===== src/rtl/pipeline_stall_ctrl_pkg.sv =====
// Shared encodings for the pipeline stall/flush/redirect scheduler:
// FSM states, trap cause codes and the trap vector addresses they select.
package pipeline_stall_ctrl_pkg;

  typedef enum logic [1:0] {
    ST_RUN   = 2'd0,
    ST_DRAIN = 2'd1,
    ST_TRAP  = 2'd2
  } state_e;

  localparam logic [1:0]  TRAP_CAUSE_NONE = 2'b00;
  localparam logic [1:0]  TRAP_CAUSE_IRQ  = 2'b01;
  localparam logic [1:0]  TRAP_CAUSE_EXC  = 2'b10;

  localparam logic [31:0] IRQ_VECTOR = 32'h8000_0004;
  localparam logic [31:0] EXC_VECTOR = 32'h8000_0008;

  // Wide enough for the largest legal drain length (15).
  localparam int DRAIN_W = 4;

endpackage


===== src/rtl/pipeline_stall_ctrl_sat_counter.sv =====
// Saturating up-counter with synchronous clear; sticks at all-ones instead of wrapping.
module sat_counter #(
  parameter int W = 16
) (
  input  logic         clk,
  input  logic         reset_b,
  input  logic         inc,
  input  logic         clr,
  output logic [W-1:0] count
);

  // NOTE: sequential state uses non-blocking assignments so every flop samples pre-edge values.
  always_ff @(posedge clk or negedge reset_b) begin
    if (!reset_b)                 count <= '0;
    else if (clr)                 count <= '0;
    else if (inc && count != '1)  count <= count + 1'b1;
  end

endmodule


===== src/rtl/pipeline_stall_ctrl.sv =====
// Central stall/flush/trap-redirect scheduler for the 5-stage pipeline, with
// stall/flush performance counters and a UART-wait watchdog.
module pipeline_stall_ctrl
  import pipeline_stall_ctrl_pkg::*;
#(
  parameter int DRAIN_CYCLES = 2,
  parameter int CNT_W        = 16,
  parameter int UART_TIMEOUT = 1000
) (
  input  logic             clk,
  input  logic             reset_b,
  input  logic             ld_use,
  input  logic             j_flush,
  input  logic             br_taken,
  input  logic             exc_req,
  input  logic             irq,
  input  logic             kernel_mode,
  input  logic             uart_wait,
  output logic             pc_write,
  output logic             if_id_write,
  output logic             if_id_flush,
  output logic             id_ex_flush,
  output logic             trap_take,
  output logic [1:0]       trap_cause,
  output logic             uart_timeout,
  output logic [CNT_W-1:0] stall_cnt,
  output logic [CNT_W-1:0] flush_cnt
);

  localparam int                 WAIT_W     = $clog2(UART_TIMEOUT + 1);
  localparam logic [DRAIN_W-1:0] DRAIN_LAST = DRAIN_W'(DRAIN_CYCLES);

  state_e             state, next_state;
  logic [DRAIN_W-1:0] drain_cnt;
  logic [1:0]         cause_q, enter_cause;
  logic               enter_drain;
  logic [WAIT_W-1:0]  wait_cnt;

  // NOTE: every combinational output gets a default first, so no path can infer a latch.
  always_comb begin
    next_state  = state;
    pc_write    = 1'b0;
    if_id_write = 1'b0;
    if_id_flush = 1'b0;
    id_ex_flush = 1'b0;
    trap_take   = 1'b0;
    trap_cause  = TRAP_CAUSE_NONE;
    enter_drain = 1'b0;
    enter_cause = TRAP_CAUSE_NONE;

    if (!reset_b) begin
      // Pipeline registers are held cleared for as long as reset is low.
      if_id_flush = 1'b1;
      id_ex_flush = 1'b1;
    end else if (!uart_wait) begin
      unique case (state)
        ST_RUN: begin
          if (br_taken) begin
            pc_write    = 1'b1;
            if_id_flush = 1'b1;
            id_ex_flush = 1'b1;
          end else if (exc_req || (irq && !kernel_mode)) begin
            // Entry cycle issues the first bubble; exception outranks irq.
            enter_drain = 1'b1;
            enter_cause = exc_req ? TRAP_CAUSE_EXC : TRAP_CAUSE_IRQ;
            id_ex_flush = 1'b1;
            next_state  = (DRAIN_CYCLES <= 1) ? ST_TRAP : ST_DRAIN;
          end else if (j_flush) begin
            pc_write    = 1'b1;
            if_id_flush = 1'b1;
          end else if (ld_use) begin
            id_ex_flush = 1'b1;
          end else begin
            pc_write    = 1'b1;
            if_id_write = 1'b1;
          end
        end
        ST_DRAIN: begin
          id_ex_flush = 1'b1;
          if (drain_cnt + 1'b1 == DRAIN_LAST) next_state = ST_TRAP;
        end
        ST_TRAP: begin
          trap_take   = 1'b1;
          trap_cause  = cause_q;
          pc_write    = 1'b1;
          if_id_flush = 1'b1;
          id_ex_flush = 1'b1;
          next_state  = ST_RUN;
        end
        default: next_state = ST_RUN;
      endcase
    end
  end

  // NOTE: only control state is reset here; there is no storage array needing a reset sweep.
  always_ff @(posedge clk or negedge reset_b) begin
    if (!reset_b) begin
      state     <= ST_RUN;
      drain_cnt <= '0;
      cause_q   <= TRAP_CAUSE_NONE;
    end else if (!uart_wait) begin
      state <= next_state;
      if (enter_drain) begin
        drain_cnt <= DRAIN_W'(1);
        cause_q   <= enter_cause;
      end else if (state == ST_DRAIN) begin
        drain_cnt <= drain_cnt + 1'b1;
      end else begin
        drain_cnt <= '0;
      end
    end
  end

  // Watchdog: counts consecutive wait cycles, flags once UART_TIMEOUT of them have elapsed.
  always_ff @(posedge clk or negedge reset_b) begin
    if (!reset_b) begin
      wait_cnt     <= '0;
      uart_timeout <= 1'b0;
    end else if (!uart_wait) begin
      wait_cnt <= '0;
    end else begin
      if (wait_cnt != WAIT_W'(UART_TIMEOUT)) wait_cnt <= wait_cnt + 1'b1;
      if (wait_cnt == WAIT_W'(UART_TIMEOUT - 1)) uart_timeout <= 1'b1;
    end
  end

  sat_counter #(.W(CNT_W)) u_stall_cnt (
    .clk     (clk),
    .reset_b (reset_b),
    .inc     (!pc_write && !uart_wait),
    .clr     (1'b0),
    .count   (stall_cnt)
  );

  sat_counter #(.W(CNT_W)) u_flush_cnt (
    .clk     (clk),
    .reset_b (reset_b),
    .inc     (if_id_flush),
    .clr     (1'b0),
    .count   (flush_cnt)
  );

endmodule


===== config.mk =====
export PLATFORM = sky130hd
export DESIGN_NAME = pipeline_stall_ctrl
export DESIGN_NICKNAME = d
export VERILOG_FILES = /design/src/rtl/pipeline_stall_ctrl_pkg.sv /design/src/rtl/pipeline_stall_ctrl_sat_counter.sv /design/src/rtl/pipeline_stall_ctrl.sv
export SDC_FILE = /design/constraint.sdc
export NUM_CORES = 1
export LEC_CHECK = 0
export CAP_MARGIN = 40
export CORE_ASPECT_RATIO = 0.7
export CORE_UTILIZATION = 57
export DETAILED_ROUTE_END_ITERATION = 10
export PLACE_DENSITY = 0.85
export SYNTH_ARGS = -nofsm -noshare
export SYNTH_HDL_FRONTEND = slang
export SYNTH_SLANG_ARGS = --single-unit
export TNS_END_PERCENT = 10

===== constraint.sdc =====
create_clock -name clk -period 3.2 [get_ports clk]
set_input_delay 0.96 -clock clk [delete_from_list [all_inputs] [get_ports clk]]
set_output_delay 0.96 -clock clk [all_outputs]
set_load 0.02 [all_outputs]

# --- Yosys cells after proc, flatten, opt, wreduce, memory -nomap -nowiden ---
# Cells that the tools add are included.
word_totals:
  ff_bits: 51
  inputBits: 9
  output_inout_bits: 40
  word_cells: 86
op_classes:
  addsub: 4
  eq_ne: 11
  muxes: 50
  bitwise_logic: 1
  n_reduce_logical: 13
op_table:
  columns: ["operator", "n"]
  rows:
  - ["16-bit by 1-bit adder with 16-bit output (second input constant)", 2]
  - ["16-bit inequality test (second input constant)", 2]
  - ["1-bit two-way mux", 31]
  - ["2-bit two-way mux", 11]
  - ["10-bit two-way mux", 2]
  - ["10-bit by 1-bit adder with 10-bit output (second input constant)", 1]
  - ["10-bit equality test (second input constant)", 1]
  - ["10-bit inequality test (second input constant)", 1]
  - ["4-bit two-way mux", 2]
  - ["2-bit inequality test (second input constant)", 3]
  - ["1-bit one-hot mux with 2 select lines", 3]
  - ["5-bit AND reduction", 1]
  - ["4-bit by 1-bit adder with 4-bit output (second input constant)", 1]
  - ["4-bit by 2-bit equality test with 1-bit output (second input constant)", 1]
  - ["1-bit logical AND", 4]
  - ["2-bit one-hot mux with 2 select lines", 1]
  - ["2-bit AND reduction", 2]
  - ["1-bit zero test", 3]
  - ["2-bit by 1-bit equality test with 1-bit output (second input constant)", 1]
  - ["2-bit equality test (second input constant)", 1]
  - ["2-bit zero test", 1]
  - ["2-bit by 1-bit inequality test with 1-bit output (second input constant)", 1]
  - ["2-bit OR reduction", 1]
  - ["1-bit logical OR", 1]
  - ["1-bit NOT", 1]

# --- Longest topological paths before layout ---
# Gate-level depths: netlist of the first run.
depth:
  depth_word: 11
  depth_mapped: 9
  ltp_nobuf: 7

# --- Modules after synthesis ---
# A second synthesis of the first run with hierarchy kept.
unflattened:
  hier_cells: 324
  area_unflattened_um2: 3100.5
by_module_without_submodules:
  columns: ["mod", "instances", "cells_per_inst", "area_per_inst_um2", "seq_area_each_um2"]
  rows:
  - ["pipeline_stall_ctrl", 1, 132, 1227.4, 475.5]
  - ["sat_counter (u_flush_cnt)", 1, 98, 942.2, 400.4]
  - ["sat_counter (u_stall_cnt)", 1, 94, 930.9, 400.4]

# --- Worst setup path before layout of the first run ---
# Ideal clock, no wire load.
synth_path:
  path_kind: "in2out"
  startpoint: "in irq"
  endpoint: "out id_ex_flush"
  arrival_time_ps: 1892
  t_required_ps: 2240
  path_slack_ps: 348
  path_stages: 5
  n_path_buf: 0
  path_cell_list: "nor2b_4 nor3_1 nand2_1 a21oi_1 o31ai_1"
synth_via:
  elab_chain_cells: 7
synth_lines:
  columns: ["element", "line_no", "text"]
  rows:
  - ["start: declaration", "pipeline_stall_ctrl.sv:16", "input logic irq,"]
  - ["1-bit logical AND", "pipeline_stall_ctrl.sv:62", "end else if (exc_req || (irq && !kernel_mode)) begin"]
  - ["1-bit logical OR", "pipeline_stall_ctrl.sv:62", null]
  - ["1-bit two-way mux", "pipeline_stall_ctrl.sv:62", null]
  - ["1-bit two-way mux", "pipeline_stall_ctrl.sv:58", "if (br_taken) begin"]
  - ["1-bit one-hot mux with 2 select lines", "pipeline_stall_ctrl.sv:56", "unique case (state)"]
  - ["1-bit two-way mux", "pipeline_stall_ctrl.sv:55", "end else if (!uart_wait) begin"]
  - ["1-bit two-way mux", "pipeline_stall_ctrl.sv:51", "if (!reset_b) begin"]
  - ["end: declaration", "pipeline_stall_ctrl.sv:22", "output logic id_ex_flush,"]
# Every way passes these cells.

# --- Final worst setup path of the first run ---
layout_path:
  startpoint: "in uart_wait"
  endpoint: "out trap_cause[1]"
layout_via:
  elab_chain_cells: 2
layout_lines:
  columns: ["element", "line_no", "text"]
  rows:
  - ["start: declaration", "pipeline_stall_ctrl.sv:18", "input logic uart_wait,"]
  - ["2-bit two-way mux", "pipeline_stall_ctrl.sv:55", null]
  - ["2-bit two-way mux", "pipeline_stall_ctrl.sv:51", null]
  - ["end: declaration", "pipeline_stall_ctrl.sv:24", "output logic [1:0] trap_cause,"]
# Every way passes these cells.

==> impl_metrics.env, run 1 <==
export IMPL_cts_made_buffers=5
export IMPL_grt_pass1_vias=2010
export IMPL_gp_congestion=0.819
export IMPL_critPathRequiredTime_ps=2240
export IMPL_synthCells=264
export IMPL_ys_seq_area_frac=0.461
export IMPL_rsz0062_at_grt="yes"
export IMPL_vias=2193
export IMPL_clock_latency_ps=300
export IMPL_finalCritPeriodShare=1.00
export IMPL_synth_cell_types=46
export IMPL_clockBufferDepth=2
export IMPL_drive_gt1_frac=0.160
export IMPL_antenna_found_initial=0
export IMPL_nNetsFinal=351
export IMPL_portBuffers=48
export IMPL_totalWireLength_um=5760
export IMPL_finalSetupTns_ps=-2.91
export IMPL_cp_max_fo=4
export IMPL_drcViolationCount=0
export IMPL_grt_pass1_wl_um=9520
export IMPL_p_clk_frac=0.199
export IMPL_grt_usage=0.244
export IMPL_r2r_slack_ps=1140
export IMPL_ant_nets=0
export IMPL_setup_ws_ps=-2.91
export IMPL_max_freq_mhz=312
export IMPL_clkTransAtPathRegs_ps=90
export IMPL_syn_to_final_growth_pct=28.0
export IMPL_syn_nets=283
export IMPL_skew_ps=5.86
export IMPL_p_switching_w=0.000794
export IMPL_synth_edf_count=0
export IMPL_diodes=0
export IMPL_tightest_slew_ps=508
export IMPL_row_count=20
export IMPL_wl_per_cell_um=14.9
export IMPL_power_density_mw_per_mm2=614
export IMPL_start_kind="input pin"
export IMPL_power_frac_seq=0.430
export IMPL_holdCritPathClass="reg2reg"
export IMPL_fin_cells=387
export IMPL_whs_ps=480
export IMPL_die_x_um=85.3
export IMPL_async_reset_ff_frac=1.00
export IMPL_violations="negative setup slack"
export IMPL_slew_limit_headroom=0.658
export IMPL_swShare=0.365
export IMPL_r2r_end="u_stall_cnt.count[4]$_DFFE_PN0P_"
export IMPL_critPathArrivalTime_ps=2240
export IMPL_die_y_um=60.3
export IMPL_hold_buffers=0
export IMPL_syn_area_per_cell_sq_um=10.5
export IMPL_vias_per_cell=5.67
export IMPL_cts_root_buf="clkbuf_8"
export IMPL_crit_start="uart_wait"
export IMPL_leakage_nw=1.63
export IMPL_drv_cap=0
export IMPL_internal_power_w=0.00138
export IMPL_ir_drop_mv=0.475
export IMPL_finalHoldViolCount=0
export IMPL_period_needed_ps=3200
export IMPL_status="complete, but fails checks"
export IMPL_overflow=0
export IMPL_mostFrequentLayoutCells="dfrtp_1, clkdlybuf4s50_1, nand2_1"
export IMPL_cp_end_kind="primary output"
export IMPL_synth_flop_cell="dfrtp_1"
export IMPL_slew_violations=0
export IMPL_num_fill_cells=293
export IMPL_ioPinCount=49
export IMPL_netlist_area_sq_mm=0.00277
export IMPL_grt_max_degree=30
export IMPL_ys_warn_count=0
export IMPL_dieArea_sq_mm=0.00515
export IMPL_setup_viol=1
export IMPL_worstRegToRegCells=8
export IMPL_cts_tree="yes"
export IMPL_dp_cells=379
export IMPL_dp_hpwl_um=4280
export IMPL_ctsHtreeMaxLevel=2
export IMPL_pwr_share_comb=0.370
export IMPL_cts_sinks=51
export IMPL_coreArea_sq_mm=0.00450
export IMPL_drtIter0Drc=108
export IMPL_dr_pass1_iters=4
export IMPL_start_util=0.615
export IMPL_synth_seq_cells=51
export IMPL_holdPathStages=1
export IMPL_worstSetupEndpoint="trap_cause[1]"
export IMPL_reg2reg_from="state[0]$_DFFE_PN0P_"
export IMPL_final_common_cell="dfrtp_1"
export IMPL_worstSetupPathType="in2out"
## synthesized netlist by cell type (all sizes together), types with 10 or more instances
cell,count,area (sq um)
dfrtp,51,1280
inv,10,37.5
nand4,18,119
xnor2,24,210
ha,10,125
nand3,14,70.1
and3,10,62.6
and2,11,68.8
nand2,25,93.8
nor3,12,76.3
o21ai,10,50.0
## cell families after synthesis
kind of cell,after synthesis,synth area share
and+or+nand+nor,116,0.239
DFF,51,0.461
AOI/OAI and AO/OA,33,0.100
xor gates and xnor gates,32,0.101
buffers and inverters,15,0.0257
adders and majority gates,10,0.0452
muxes,7,0.0280
## sequential cells by signal, summed over array words and instances (netlist names)
register,cells
u_flush_cnt.count,16
wait_cnt,10
u_stall_cnt.count,16
cause_q,2
uart_timeout,1
drain_cnt,4
state,2
## how the worst min path moves through the flow
| stage | slack (ps) | startpoint | endpoint |
|---|---|---|---|
| 2_1_floorplan | 440 | cause_q[0]$_DFFE_PN0P_ | cause_q[0]$_DFFE_PN0P_ |
| 3_3_place_gp | 450 | uart_timeout$_DFFE_PN0P_ | uart_timeout$_DFFE_PN0P_ |
| 3_5_place_dp | 470 | uart_timeout$_DFFE_PN0P_ | uart_timeout$_DFFE_PN0P_ |
| 4_1_cts | 490 | uart_timeout$_DFFE_PN0P_ | uart_timeout$_DFFE_PN0P_ |
| 5_1_grt | 510 | u_flush_cnt.count[5]$_DFFE_PN0P_ | u_flush_cnt.count[5]$_DFFE_PN0P_ |
| 6_report | 480 | uart_timeout$_DFFE_PN0P_ | uart_timeout$_DFFE_PN0P_ |
## worst max-delay path: stages
cell             delay, ps
clkdlybuf4s50_1        480
and2b_1                220
buf_4                  150
and3_1                 180
clkdlybuf4s15_2        250
## layout make-up
class | count | area [sq um] | area share
multi-input cells | 198 | 1460 | 0.411
inverters | 10 | 37.5 | 0.0106
clock inverters | 1 | 30.0 | 0.00847
repair buffers | 66 | 603 | 0.170
flip-flops and latches | 51 | 1280 | 0.360
clock buffers | 6 | 72.6 | 0.0205
well taps | 55 | 68.8 | 0.0194
## routing by layer
| metal | track usage | up-vias | share of wire |
|---|---|---|---|
| met5 | 0 | - | 0 |
| met4 | 0.0905 | 0 | 0.012 |
| met3 | 0.0483 | 6 | 0.048 |
| met2 | 0.386 | 53 | 0.45 |
| met1 | 0.342 | 1061 | 0.49 |
| li1 | - | 1073 | - |
## what timing repair did
action,CTS,global route
resized for setup,28,13
setup buffers,0,1
cloned,0,0
endpoints found under the setup margin,7,6
pin swaps,1,4
## per-stage QoR
step / util / total power [W] / setup WS (ps) / instance area [sq um]
final: 0.787 / 0.00218 / -2.91 / 3550
after CTS: 0.779 / 0.00217 / -37.0 / 3510
after detailed placement: 0.757 / 0.00174 / -490 / 3410
after global placement: 0.757 / 0.00171 / -498 / 3410
after global routing: 0.787 / 0.00231 / -45.9 / 3550
after floorplan: - / 0.00141 / 348 / 2770
## power groups by stage
stage	Clock, W	Sequential (W)	Combinational, W
floorplan	0	0.00101	0.000399
global placement	0	0.000937	0.000772
detailed placement	0	0.000946	0.000791
CTS	0.000443	0.000934	0.000793
global route	0.000468	0.000962	0.000877
finish	0.000434	0.000936	0.000806
No activity file was read; power rests on OpenSTA's default activity.
==> run 2, diff against run 1 <==
--- a/config.mk
+++ b/config.mk
@@ -10,6 +10,7 @@
 export CORE_UTILIZATION = 57
 export DETAILED_ROUTE_END_ITERATION = 10
 export PLACE_DENSITY = 0.85
+export SKIP_LAST_GASP = 1
 export SYNTH_ARGS = -nofsm -noshare
 export SYNTH_HDL_FRONTEND = slang
 export SYNTH_SLANG_ARGS = --single-unit
==> run 2 against run 1 <==
  * The run still ends with negative setup slack left
  * Design area is 1.1% lower
  * Routed wire length decreased by 0.19%
  * Critical path depth rose by 1
  * Clock-buffer cell count unchanged
  * Sequential share of layout area up 0.41 points
  * Global-route usage down 0.062 points
  * Fmax fell by 2.1%
  * Critical path type unchanged
  * Largest cell class unchanged
==> impl_metrics.env, run 2 (synthesis gave the netlist of run 1 again) <==
export IMPL_cts_sinks=51
export IMPL_cts_tree="yes"
export IMPL_grt_pass1_wl_um=9490
export IMPL_violations="negative setup slack"
export IMPL_drv_cap=0
export IMPL_grt_usage=0.243
export IMPL_totalWireLength_um=5750
export IMPL_clkTransAtPathRegs_ps=90
export IMPL_syn_to_final_growth_pct=26.6
export IMPL_slew_violations=0
export IMPL_drcViolationCount=0
export IMPL_cp_max_fo=2
export IMPL_slew_limit_headroom=0.659
export IMPL_setup_ws_ps=-72.9
export IMPL_dp_hpwl_um=4280
export IMPL_num_fill_cells=300
export IMPL_gp_congestion=0.819
export IMPL_grt_max_degree=30
export IMPL_mostFrequentLayoutCells="dfrtp_1, clkdlybuf4s50_1, nand2_1"
export IMPL_period_needed_ps=3270
export IMPL_die_y_um=60.3
export IMPL_wl_per_cell_um=14.9
export IMPL_drtIter0Drc=104
export IMPL_setup_viol=5
export IMPL_ir_drop_mv=0.457
export IMPL_nNetsFinal=350
export IMPL_whs_ps=481
export IMPL_cts_made_buffers=5
export IMPL_ctsHtreeMaxLevel=2
export IMPL_finalSetupTns_ps=-227
export IMPL_portBuffers=48
export IMPL_leakage_nw=1.60
export IMPL_cts_root_buf="clkbuf_8"
export IMPL_critPathArrivalTime_ps=2310
export IMPL_power_density_mw_per_mm2=616
export IMPL_worstHoldStart="uart_timeout$_DFFE_PN0P_"
export IMPL_multi_input_area_sq_mm=0.00143
export IMPL_rsz0062_at_grt="yes"
export IMPL_worstHoldEndpoint="uart_timeout$_DFFE_PN0P_"
export IMPL_grt_pass1_vias=2003
export IMPL_vias_per_cell=5.64
export IMPL_finalHoldViolCount=0
export IMPL_dieArea_sq_mm=0.00515
export IMPL_start_kind="input pin"
export IMPL_vias=2178
export IMPL_clock_latency_ps=310
export IMPL_diodes=0
export IMPL_largestRegisters="u_flush_cnt.count: 16 flops, u_stall_cnt.count: 16 flops, wait_cnt: 10 flops"
export IMPL_drive_gt1_frac=0.136
export IMPL_status="complete, but fails checks"
export IMPL_die_x_um=85.3
export IMPL_holdCritPathClass="reg2reg"
export IMPL_finalCritPeriodShare=1.02
export IMPL_r2r_slack_ps=1170
export IMPL_antenna_found_initial=0
export IMPL_r2r_end="u_stall_cnt.count[4]$_DFFE_PN0P_"
export IMPL_clockBufferDepth=2
export IMPL_critPathRequiredTime_ps=2240
export IMPL_reg2reg_from="state[0]$_DFFE_PN0P_"
export IMPL_tightest_slew_ps=507
export IMPL_seq_area_sq_mm=0.00128
export IMPL_coreArea_sq_mm=0.00450
export IMPL_holdPathStages=1
export IMPL_start_util=0.615
export IMPL_cp_end_kind="primary output"
export IMPL_skew_ps=5.57
export IMPL_final_core_util=0.778
export IMPL_dr_pass1_iters=4
export IMPL_max_freq_mhz=306
export IMPL_ant_nets=0
export IMPL_worstRegToRegCells=8
export IMPL_overflow=0
export IMPL_row_count=20
export IMPL_final_common_cell="dfrtp_1"
export IMPL_ioPinCount=49
export IMPL_hold_buffers=0
export IMPL_worstSetupPathType="in2out"
## run 2: cell type report
class                   count  share of cell area
inverters                  10              0.0107
repair buffers             65               0.168
well taps                  55              0.0196
clock inverters             1             0.00857
flip-flops and latches     51               0.364
clock buffers               6              0.0207
multi-input cells         198               0.409
## run 2: worst max-delay path by stage
stage,from,endpoint,slack (ps),cells after the start
after floorplan,irq,id_ex_flush,350,5
after global placement,ld_use,id_ex_flush,-500,7
after detailed placement,ld_use,id_ex_flush,-490,7
after CTS,ld_use,pc_write,-80,6
after global routing,ld_use,id_ex_flush,-120,7
final,ld_use,pc_write,-70,6
## run 2: metrics by stage
step | setup WS (ps) | instances | area, sq um | total power (W)
5_1_grt | -118 | 386 | 3510 | 0.00229
2_1_floorplan | 348 | 264 | 2770 | 0.00141
4_1_cts | -78.2 | 386 | 3510 | 0.00217
6_report | -72.9 | 386 | 3510 | 0.00216
3_3_place_gp | -498 | 379 | 3410 | 0.00171
3_5_place_dp | -490 | 379 | 3410 | 0.00174
## run 2: where the power goes
group	switching [W]	total [W]	internal [W]	leakage [nW]
registers	0.000168	0.000936	0.000768	0.678
clock network	0.000207	0.000436	0.000229	0.0513
logic	0.000413	0.000788	0.000375	0.870
total	0.000788	0.00216	0.00137	1.60
## run 2: layer usage
layer,vias to the layer above,global-route usage,share of wire
met5,-,0,0
met4,0,0.0929,0.012
met3,6,0.0470,0.033
met2,37,0.384,0.45
met1,1068,0.342,0.50
li1,1067,-,-
## run 2: critical path: stages
cell	delay (ps)
clkdlybuf4s50_1	480
nor2b_2	190
nor3_2	70
o21a_1	170
o21a_1	160
clkdlybuf4s15_1	280
## run 2: timing repair
item                                    CTS  global route
pin swaps                                 1             0
resized for setup                        18             5
setup buffers                             0             0
endpoints found under the setup margin    7             7
==> run 3, diff against run 2 <==
--- a/config.mk
+++ b/config.mk
@@ -5,12 +5,15 @@
 export SDC_FILE = /design/constraint.sdc
 export NUM_CORES = 1
 export LEC_CHECK = 0
+export ABC_AREA = 0
 export CAP_MARGIN = 40
 export CORE_ASPECT_RATIO = 0.7
-export CORE_UTILIZATION = 57
+export CORE_UTILIZATION = 58
 export DETAILED_ROUTE_END_ITERATION = 10
-export PLACE_DENSITY = 0.85
+export DONT_BUFFER_PORTS = 1
+export PLACE_DENSITY = 0.74
 export SKIP_LAST_GASP = 1
+export SLEW_MARGIN = 20
 export SYNTH_ARGS = -nofsm -noshare
 export SYNTH_HDL_FRONTEND = slang
 export SYNTH_SLANG_ARGS = --single-unit
==> run 3 against run 2 <==
  * The flow finishes with violations (design-rule violations)
  * Final cell count fell by 16%
  * Clock skew rose by 4.6 ps
  * Critical path depth fell by 1
  * Hold slack got worse by 140 ps
  * Clock-buffer cell count rose by 1
  * First-iteration DRC count rose by 33%
  * Fmax rose by 16%
  * Non-clock buffer count fell by 63
  * Worst setup slack improved by 450 ps
  * Critical endpoint is now if_id_flush
  * Largest power group unchanged
==> impl_metrics.env, run 3 (synthesis gave the netlist of run 1 again) <==
export IMPL_status="complete, but fails checks"
export IMPL_violations="design-rule violations"
export IMPL_cp_end_kind="primary output"
export IMPL_num_fill_cells=348
export IMPL_die_x_um=84.6
export IMPL_die_y_um=59.8
export IMPL_critPathArrivalTime_ps=1860
export IMPL_setup_viol=0
export IMPL_start_kind="register"
export IMPL_cp_max_fo=8
export IMPL_cts_made_buffers=5
export IMPL_critPathRequiredTime_ps=2240
export IMPL_finalHoldViolCount=0
export IMPL_ant_nets=0
export IMPL_setup_ws_ps=376
export IMPL_worstRegToRegCells=7
export IMPL_wl_met3_um=261
export IMPL_row_count=20
export IMPL_worstSetupPathType="reg2out"
export IMPL_cts_sinks=51
export IMPL_clkTransAtPathRegs_ps=90
export IMPL_grt_pass1_wl_um=8500
export IMPL_cts_root_buf="clkbuf_8"
export IMPL_drtIter0Drc=138
export IMPL_vias=1928
export IMPL_final_common_cell="dfrtp_1"
export IMPL_reg2reg_from="state[0]$_DFFE_PN0P_"
export IMPL_start_util=0.622
export IMPL_dp_hpwl_um=3510
export IMPL_portBuffers=0
export IMPL_max_freq_mhz=354
export IMPL_wl_per_cell_um=15.5
export IMPL_totalWireLength_um=5020
export IMPL_overflow=0
export IMPL_drcViolationCount=2
export IMPL_dieArea_sq_mm=0.00506
export IMPL_clockBufferDepth=2
export IMPL_cts_setup_buffers=0
export IMPL_slew_limit_headroom=0.587
export IMPL_wl_met1_um=2510
export IMPL_finalCritPeriodShare=0.883
export IMPL_drv_cap=0
export IMPL_leakage_nw=1.32
export IMPL_grt_max_degree=57
export IMPL_mostFrequentLayoutCells="dfrtp_1, nand2_1, xnor2_1"
export IMPL_ioPinCount=49
export IMPL_diodes=0
export IMPL_r2r_slack_ps=1090
export IMPL_wl_met2_um=2210
export IMPL_r2r_end="u_flush_cnt.count[12]$_DFFE_PN0P_"
export IMPL_holdCritPathClass="in2async"
export IMPL_power_density_mw_per_mm2=651
export IMPL_cts_tree="yes"
export IMPL_slew_violations=0
export IMPL_tightest_slew_ps=614
export IMPL_hold_buffers=0
export IMPL_nNetsFinal=287
export IMPL_dr_pass1_iters=9
export IMPL_preCtsSetupSlack_ps=390
export IMPL_gp_congestion=0.778
export IMPL_clock_latency_ps=300
export IMPL_coreArea_sq_mm=0.00445
export IMPL_largestRegisters="u_flush_cnt.count: 16 flops, u_stall_cnt.count: 16 flops, wait_cnt: 10 flops"
export IMPL_routed_top_layer="met4"
export IMPL_postCtsResizedCells=0
export IMPL_vias_per_cell=5.95
export IMPL_finalSetupTns_ps=0
export IMPL_syn_to_final_growth_pct=5.56
export IMPL_ir_drop_mv=0.344
export IMPL_grt_usage=0.215
export IMPL_drive_gt1_frac=0.0929
export IMPL_antenna_found_initial=0
export IMPL_grt_pass1_vias=1788
export IMPL_rsz0062_at_grt="no"
export IMPL_skew_ps=10.1
export IMPL_ctsHtreeMaxLevel=2
export IMPL_period_needed_ps=2820
==> run 3: layout make-up <==
| class | count | area (sq um) | share of cell area |
|---|---|---|---|
| multi-input combinational | 198 | 1420 | 0.487 |
| clock inverter | 1 | 7.51 | 0.00257 |
| clock buffer | 7 | 96.3 | 0.0329 |
| inverter | 10 | 37.5 | 0.0128 |
| sequential | 51 | 1280 | 0.436 |
| timing repair buffer | 2 | 15.0 | 0.00513 |
| tap | 55 | 68.8 | 0.0235 |
==> run 3: where the power goes <==
| part | total [W] | internal [W] | switching, W | leakage (nW) |
|---|---|---|---|---|
| logic | 0.000448 | 0.000202 | 0.000246 | 0.597 |
| registers | 0.00105 | 0.000766 | 0.000287 | 0.678 |
| clock network | 0.000404 | 0.000197 | 0.000207 | 0.0505 |
| total | 0.00190 | 0.00116 | 0.000740 | 1.32 |
==> run 3: worst max-delay path by stage <==
| stage | start | to | slack (ps) | cells past startpoint |
|---|---|---|---|---|
| detailed placement | irq | id_ex_flush | 390 | 6 |
| global placement | irq | id_ex_flush | 400 | 6 |
| CTS | irq | id_ex_flush | 370 | 6 |
| global route | state[1]$_DFFE_PN0P_ | if_id_flush | 200 | 5 |
| finish | state[0]$_DFFE_PN0P_ | if_id_flush | 380 | 5 |
| floorplan | irq | id_ex_flush | 350 | 5 |
==> run 3: routing by layer <==
metal  vias to the layer above  GRT usage
li1                        944          -
met1                       933      0.303
met2                        45      0.336
met3                         6     0.0594
met4                         0     0.0508
met5                         -          0
==> run 3: critical path, stage by stage, from the launching register on <==
cell and delay, ps:
dfrtp_1 420, inv_1 100, ha_1 310, nor2_1 90, o21ai_1 300, and2_1 360
==> run 3: through the flow <==
| step | instance area, sq um | std cells | power (W) | util | hold slack, ps |
|---|---|---|---|---|---|
| 3_5_place_dp | 2820 | 316 | 0.00151 | 0.633 | 494 |
| 4_1_cts | 2920 | 324 | 0.00191 | 0.656 | 332 |
| 3_3_place_gp | 2820 | 316 | 0.00149 | 0.633 | 482 |
| 2_1_floorplan | 2770 | 264 | 0.00141 | - | 442 |
| 6_report | 2920 | 324 | 0.00190 | 0.656 | 338 |
| 5_1_grt | 2920 | 324 | 0.00202 | 0.656 | 319 |
